==> src/rtl/cond_flag_unit_pkg.sv <==
// Shared types for the condition/flag unit: condition codes, branch types,
// NZCV bit positions and FSM states.
package cond_pkg;

  typedef enum logic [3:0] {
    EQ = 4'b0000, NE = 4'b0001, HS = 4'b0010, LO = 4'b0011,
    MI = 4'b0100, PL = 4'b0101, VS = 4'b0110, VC = 4'b0111,
    HI = 4'b1000, LS = 4'b1001, GE = 4'b1010, LT = 4'b1011,
    GT = 4'b1100, LE = 4'b1101, AL = 4'b1110, NV = 4'b1111
  } cond_e;

  typedef enum logic [1:0] {
    BR_NONE  = 2'b00,
    BR_B     = 2'b01,
    BR_BCOND = 2'b10,
    BR_CBZ   = 2'b11
  } br_type_e;

  localparam int unsigned FLAG_N = 3;
  localparam int unsigned FLAG_Z = 2;
  localparam int unsigned FLAG_C = 1;
  localparam int unsigned FLAG_V = 0;

  typedef enum logic {
    S_IDLE = 1'b0,
    S_WAIT = 1'b1
  } fsm_e;

endpackage

==> src/rtl/cond_flag_unit_if.sv <==
// Bundle of EX-stage flag-write, ID-stage branch-request and decision signals.
interface cond_flag_unit_if #(
  parameter int COND_W = 4,
  parameter int BRT_W  = 2
);
  logic              ex_valid;
  logic              ex_set_flags;
  logic              ex_flush;
  logic              alu_negative;
  logic              alu_zero;
  logic              alu_carry;
  logic              alu_overflow;
  logic              id_valid;
  logic [BRT_W-1:0]  id_br_type;
  logic [COND_W-1:0] id_cond;
  logic              id_cbz_zero;
  logic [3:0]        flags_q;
  logic              br_resolved;
  logic              br_taken;
  logic              hazard_stall;

  modport slave (
    input  ex_valid, ex_set_flags, ex_flush,
    input  alu_negative, alu_zero, alu_carry, alu_overflow,
    input  id_valid, id_br_type, id_cond, id_cbz_zero,
    output flags_q, br_resolved, br_taken, hazard_stall
  );

  modport master (
    output ex_valid, ex_set_flags, ex_flush,
    output alu_negative, alu_zero, alu_carry, alu_overflow,
    output id_valid, id_br_type, id_cond, id_cbz_zero,
    input  flags_q, br_resolved, br_taken, hazard_stall
  );
endinterface

==> src/rtl/cond_flag_unit_cond_eval.sv <==
// Combinational ARM condition-code evaluation against a 4-bit {N,Z,C,V} vector.
module cond_eval
  import cond_pkg::*;
(
  input  logic [3:0] flags_i,
  input  cond_e      cond_i,
  output logic       pass_o
);
  logic n, z, c, v;

  always_comb begin
    n = flags_i[FLAG_N];
    z = flags_i[FLAG_Z];
    c = flags_i[FLAG_C];
    v = flags_i[FLAG_V];
    pass_o = 1'b0;
    unique case (cond_i)
      EQ: pass_o = z;
      NE: pass_o = !z;
      HS: pass_o = c;
      LO: pass_o = !c;
      MI: pass_o = n;
      PL: pass_o = !n;
      VS: pass_o = v;
      VC: pass_o = !v;
      HI: pass_o = c && !z;
      LS: pass_o = !c || z;
      GE: pass_o = (n == v);
      LT: pass_o = (n != v);
      GT: pass_o = !z && (n == v);
      LE: pass_o = z || (n != v);
      AL: pass_o = 1'b1;
      NV: pass_o = 1'b1;
      default: pass_o = 1'b0;
    endcase
  end
endmodule

==> src/rtl/cond_flag_unit.sv <==
// NZCV register plus registered B/B.cond/CBZ resolution.
// Optional macro FLAG_FWD_EN: forward live ALU flags instead of stalling one cycle.
module cond_flag_unit
  import cond_pkg::*;
#(
  parameter int COND_W = 4,
  parameter int BRT_W  = 2
) (
  input  logic              clk,
  input  logic              reset,
  cond_flag_unit_if.slave   bus
);
  logic [3:0] nzcv_q, nzcv_d;
  logic       resolved_q, resolved_d;
  logic       taken_q, taken_d;
  logic [3:0] alu_flags;
  logic [3:0] eval_flags;
  logic       flag_wr, is_bcond, req, hazard, accept, pass;
  br_type_e   br_type;

  assign alu_flags = {bus.alu_negative, bus.alu_zero, bus.alu_carry, bus.alu_overflow};
  assign flag_wr   = bus.ex_valid && bus.ex_set_flags && !bus.ex_flush;
  assign br_type   = br_type_e'(bus.id_br_type);
  assign req       = bus.id_valid && (br_type != BR_NONE);
  assign is_bcond  = bus.id_valid && (br_type == BR_BCOND);
  assign hazard    = is_bcond && flag_wr;
  assign nzcv_d    = flag_wr ? alu_flags : nzcv_q;

`ifdef FLAG_FWD_EN
  assign eval_flags       = hazard ? alu_flags : nzcv_q;
  assign accept           = req;
  assign bus.hazard_stall = 1'b0;
`else
  fsm_e state_q, state_d;

  always_ff @(posedge clk or posedge reset) begin
    if (reset) state_q <= S_IDLE;
    else       state_q <= state_d;
  end

  always_comb begin
    state_d = state_q;
    unique case (state_q)
      S_IDLE:  if (hazard) state_d = S_WAIT;
      S_WAIT:  state_d = S_IDLE;
      default: state_d = S_IDLE;
    endcase
  end

  // WAIT accepts the held request even if another flag write lands that cycle.
  always_comb begin
    bus.hazard_stall = (state_q == S_IDLE) && hazard;
    accept           = req && !bus.hazard_stall;
  end

  assign eval_flags = nzcv_q;
`endif

  cond_eval u_cond_eval (
    .flags_i (eval_flags),
    .cond_i  (cond_e'(bus.id_cond)),
    .pass_o  (pass)
  );

  always_comb begin
    resolved_d = accept;
    taken_d    = 1'b0;
    if (accept) begin
      unique case (br_type)
        BR_B:     taken_d = 1'b1;
        BR_BCOND: taken_d = pass;
        BR_CBZ:   taken_d = bus.id_cbz_zero;
        default:  taken_d = 1'b0;
      endcase
    end
  end

  always_ff @(posedge clk or posedge reset) begin
    if (reset) begin
      nzcv_q     <= '0;
      resolved_q <= 1'b0;
      taken_q    <= 1'b0;
    end else begin
      nzcv_q     <= nzcv_d;
      resolved_q <= resolved_d;
      taken_q    <= taken_d;
    end
  end

  assign bus.flags_q     = nzcv_q;
  assign bus.br_resolved = resolved_q;
  assign bus.br_taken    = taken_q;
endmodule

==> src/flat_wrapper.sv <==
// flat-port wrapper written by rule: the top's interface ports become plain ports
module cond_flag_unit_flat import cond_pkg::*;
#(
  parameter int COND_W = 4,
  parameter int BRT_W  = 2
)
  (clk, reset, bus_ex_valid, bus_ex_set_flags, bus_ex_flush, bus_alu_negative, bus_alu_zero, bus_alu_carry, bus_alu_overflow, bus_id_valid, bus_id_br_type, bus_id_cond, bus_id_cbz_zero, bus_flags_q, bus_br_resolved, bus_br_taken, bus_hazard_stall);
  cond_flag_unit_if #(.COND_W(COND_W), .BRT_W(BRT_W)) bus_i ();
  input  logic clk;
  input  logic reset;
  input wire logic [$bits(bus_i.ex_valid)-1:0] bus_ex_valid;
  input wire logic [$bits(bus_i.ex_set_flags)-1:0] bus_ex_set_flags;
  input wire logic [$bits(bus_i.ex_flush)-1:0] bus_ex_flush;
  input wire logic [$bits(bus_i.alu_negative)-1:0] bus_alu_negative;
  input wire logic [$bits(bus_i.alu_zero)-1:0] bus_alu_zero;
  input wire logic [$bits(bus_i.alu_carry)-1:0] bus_alu_carry;
  input wire logic [$bits(bus_i.alu_overflow)-1:0] bus_alu_overflow;
  input wire logic [$bits(bus_i.id_valid)-1:0] bus_id_valid;
  input wire logic [$bits(bus_i.id_br_type)-1:0] bus_id_br_type;
  input wire logic [$bits(bus_i.id_cond)-1:0] bus_id_cond;
  input wire logic [$bits(bus_i.id_cbz_zero)-1:0] bus_id_cbz_zero;
  output wire logic [$bits(bus_i.flags_q)-1:0] bus_flags_q;
  output wire logic [$bits(bus_i.br_resolved)-1:0] bus_br_resolved;
  output wire logic [$bits(bus_i.br_taken)-1:0] bus_br_taken;
  output wire logic [$bits(bus_i.hazard_stall)-1:0] bus_hazard_stall;
  assign bus_i.ex_valid = bus_ex_valid;
  assign bus_i.ex_set_flags = bus_ex_set_flags;
  assign bus_i.ex_flush = bus_ex_flush;
  assign bus_i.alu_negative = bus_alu_negative;
  assign bus_i.alu_zero = bus_alu_zero;
  assign bus_i.alu_carry = bus_alu_carry;
  assign bus_i.alu_overflow = bus_alu_overflow;
  assign bus_i.id_valid = bus_id_valid;
  assign bus_i.id_br_type = bus_id_br_type;
  assign bus_i.id_cond = bus_id_cond;
  assign bus_i.id_cbz_zero = bus_id_cbz_zero;
  assign bus_flags_q = bus_i.flags_q;
  assign bus_br_resolved = bus_i.br_resolved;
  assign bus_br_taken = bus_i.br_taken;
  assign bus_hazard_stall = bus_i.hazard_stall;
  cond_flag_unit #(.COND_W(COND_W), .BRT_W(BRT_W)) u_core (.clk(clk), .reset(reset), .bus(bus_i));
endmodule
==> config.mk <==
export PLATFORM = sky130hd
export DESIGN_NAME = cond_flag_unit_flat
export DESIGN_NICKNAME = d
export VERILOG_FILES = /design/src/rtl/cond_flag_unit_pkg.sv /design/src/rtl/cond_flag_unit_if.sv /design/src/rtl/cond_flag_unit_cond_eval.sv /design/src/rtl/cond_flag_unit.sv /design/src/flat_wrapper.sv
export SDC_FILE = /design/constraint.sdc
export NUM_CORES = 1
export LEC_CHECK = 0
export CORE_AREA = 4 4 41 43
export DETAILED_ROUTE_END_ITERATION = 10
export DIE_AREA = 0 0 45 47
export DONT_BUFFER_PORTS = 1
export PLACE_DENSITY = 0.58
export SKIP_LAST_GASP = 1
export SLEW_MARGIN = 10
export SYNTH_ARGS = -nofsm -noshare
export SYNTH_HDL_FRONTEND = slang
export SYNTH_SLANG_ARGS = --single-unit
==> constraint.sdc <==
create_clock -name clk -period 1.6 [get_ports clk]
set_clock_uncertainty 0.15 [all_clocks]
set_input_delay 0.24 -clock clk [delete_from_list [all_inputs] [get_ports clk]]
set_output_delay 0.24 -clock clk [all_outputs]
set_load 0.01 [all_outputs]
==> results <==
-- routing by layer --
layer | share of wire | routed length, um
met5 | 0 | 0
met4 | 0.012 | 15
met3 | 0.095 | 116
met2 | 0.51 | 619
met1 | 0.38 | 465
-- cell families (layout without fill, tap and decap cells) --
kind of cell           Yosys count  in the layout
AND/OR/NAND/NOR                 21             21
XOR/XNOR                         1              1
multiplexers                     5              5
buffers and inverters            6             22
AO/OA/AOI/OAI                   13             13
flip-flops                       7              7
-- synth_stat cells, drive strengths merged --
master  instances  share of area
mux2i           1          0.020
nand3b          2          0.030
a21boi          1          0.015
a31oi           1          0.012
a311o           1          0.020
o22ai           1          0.012
dfrtp           7           0.35
o311ai          1          0.017
o21a            1          0.015
and2            1          0.015
or3             1          0.015
mux2            4          0.090
nor3b           1          0.015
xnor2           1          0.017
o21ai           3          0.030
nand4b          1          0.017
a21oi           2          0.020
o41ai           1          0.017
and4b           2          0.040
nand3           1          0.010
nand2           4          0.030
o311a           1          0.020
inv             3          0.022
and4            1          0.017
nor2            4          0.030
nor3            1          0.010
nand2b          1          0.012
or4b            1          0.020
buf             3          0.060
-- flip-flops by register name, summed over array words and instances (netlist names) --
register	count
u_core.state_q	1
u_core.bus.br_resolved	1
u_core.bus.br_taken	1
u_core.bus.flags_q	4
-- placed cells by master, fill, tap and decap left out, types with 2 or more instances in the layout --
master,instances
buf_4,8
dlygate4sd3_1,7
dfrtp_1,7
mux2_2,4
nor2_1,4
nand2_1,4
inv_1,3
clkbuf_4,3
nand3b_1,2
and4b_1,2
o21ai_1,2
-- report_power, final --
part | switching, mW | internal (mW) | total [mW] | leakage [nW]
Combinational | 0.0759 | 0.110 | 0.185 | 0.183
Sequential | 0.0222 | 0.201 | 0.223 | 0.0868
Clock | 0.0662 | 0.0952 | 0.161 | 0.0150
-- critical path: stages (launching register included) --
cell and delay (ps):
dfrtp_1 410, or4b_1 510, a311o_1 270, o311ai_1 70, o311a_1 170
-- timing repair --
item,CTS,global route
setup buffers,1,1
hold endpoints to repair,13,0
pin swaps,4,4
hold buffers,7,0
gates resized for setup,0,2
endpoints found under the setup margin,1,1
-- cell type report --
cell class                      instances  share of cell area
Multi-Input combinational cell         40              0.4474
Sequential cell                         7              0.2677
Timing Repair Buffer                   15              0.1989
Clock buffer                            4             0.04015
Tap cell                               15             0.02868
Inverter                                3             0.01721
-- worst paths after layout --
check                                 startpoint                      to  slack, ps  cells after the start
max                        u_core.bus.flags_q[3]     u_core.bus.br_taken        -40                      4
min                            bus_id_br_type[0]     u_core.bus.br_taken         40                      2
max reg2reg                u_core.bus.flags_q[3]     u_core.bus.br_taken        -40                      4
min reg2reg                u_core.bus.flags_q[3]   u_core.bus.flags_q[3]        430                      1
max in group asynchronous                  reset   u_core.bus.flags_q[0]        870                      2
min in group asynchronous                  reset  u_core.bus.br_resolved        210                      2
==> out/metrics.cfg <==
[status]
status = finished with violations
violations = setup timing

[yosys]
synth_compound_area_frac = 0.1796
synth_mux_area_frac = 0.1097
synth_cell_types = 31
synthSimpleGateAreaFrac = 0.2618
synth_area_per_cell_sq_um = 9.467
synth_cells = 53
synth_fp_nets = 70
seq_area_frac_synth = 0.3491
yosys_register_bits = 7
synth_warnings = 0
synth_area_sq_um = 501.7
synthXorXnorAreaFrac = 0.01746
synth_top_family_by_area = simple AND/OR/NAND/NOR gates
synth_fa_ha_area_frac = 0

[drt]
routed_wl_um = 1216
drc_errors = 0
drt_iter0_markers = 3
dr_total_vias = 475
postRouteAntennaNets = 0
vias_per_cell = 5.655
post_drt_wl_per_cell_um = 14.48
dr.pass1.iters = 4

[die]
boundaryPins = 24
row_count = 13
dieArea_sq_um = 2115
fp.dieW_um = 45
core_area_sq_um = 1301
floorplan.initialDensity = 0.3856
die_h_um = 47

[global_route]
first_global_vias = 511
grt_use_met2 = 0.2175
busiest_layer = met2
grtUsageMet1 = 0.1372
track_usage = 0.1290
grt_overflow_total = 0
use_met3 = 0.04215
grt_pass1_wl_um = 1966
grt_max_degree = 12
antenna_found_initial = 0

[finish]
finish.utilization = 0.5029
area_growth_pct = 30.42
instances_no_fill = 84
register_area_sq_um = 175.2
drive_gt1_frac = 0.2609
fin_area_sq_um = 654.4
fill_cells = 140
nets = 87
n_antenna_cell = 0
multi_input_area_sq_um = 292.8

[placement]
placed_cells = 71
placed_area_sq_um = 535.5
place_ws_ps = -112.0
io_buffers = 0
gp_congestion = 0.6700
dpl.hpwl_um = 890.7

[clocking]
clkTransAtPathRegs_ps = 50
root_buffer = clkbuf_4
cts_made_buffers = 3
cts.sinks = 7
clock_latency_ps = 250
cts_tree = built
clockBufferDepth = 2
htree_levels = 1

[power]
vdd_drop_max_uv = 471.4
p_per_area_nw_per_um2 = 870.8
power.leakage_nw = 0.2849
finalPower_mw = 0.5698

[timing]
hold_viol_final = 0
slew_violations = 0
rsz0062_at_grt = true
fin_crit_ps = 1641
tns_ps = -40.72
final.setup.worst_slack_ps = -40.72
fin_crit_sh = 1.025
whs_ps = 44.65
finalSetupViolations = 1
slew_headroom = 0.8009
tightestPinTransition_ps = 294.8
timing.fmax_mhz = 609.5

[critical_path]
path_max_fanout = 4
end_kind = flip-flop
critPathLaunchType = flip-flop
cp_data_required_time_ps = 1640
cp.arrival_ps = 1680
critPathKind = flip-flop to flip-flop

[worst_hold_path]
hp-class = input port to flip-flop

[flow_run]
drv_cap = 0

(Power assumes the default switching activity.)
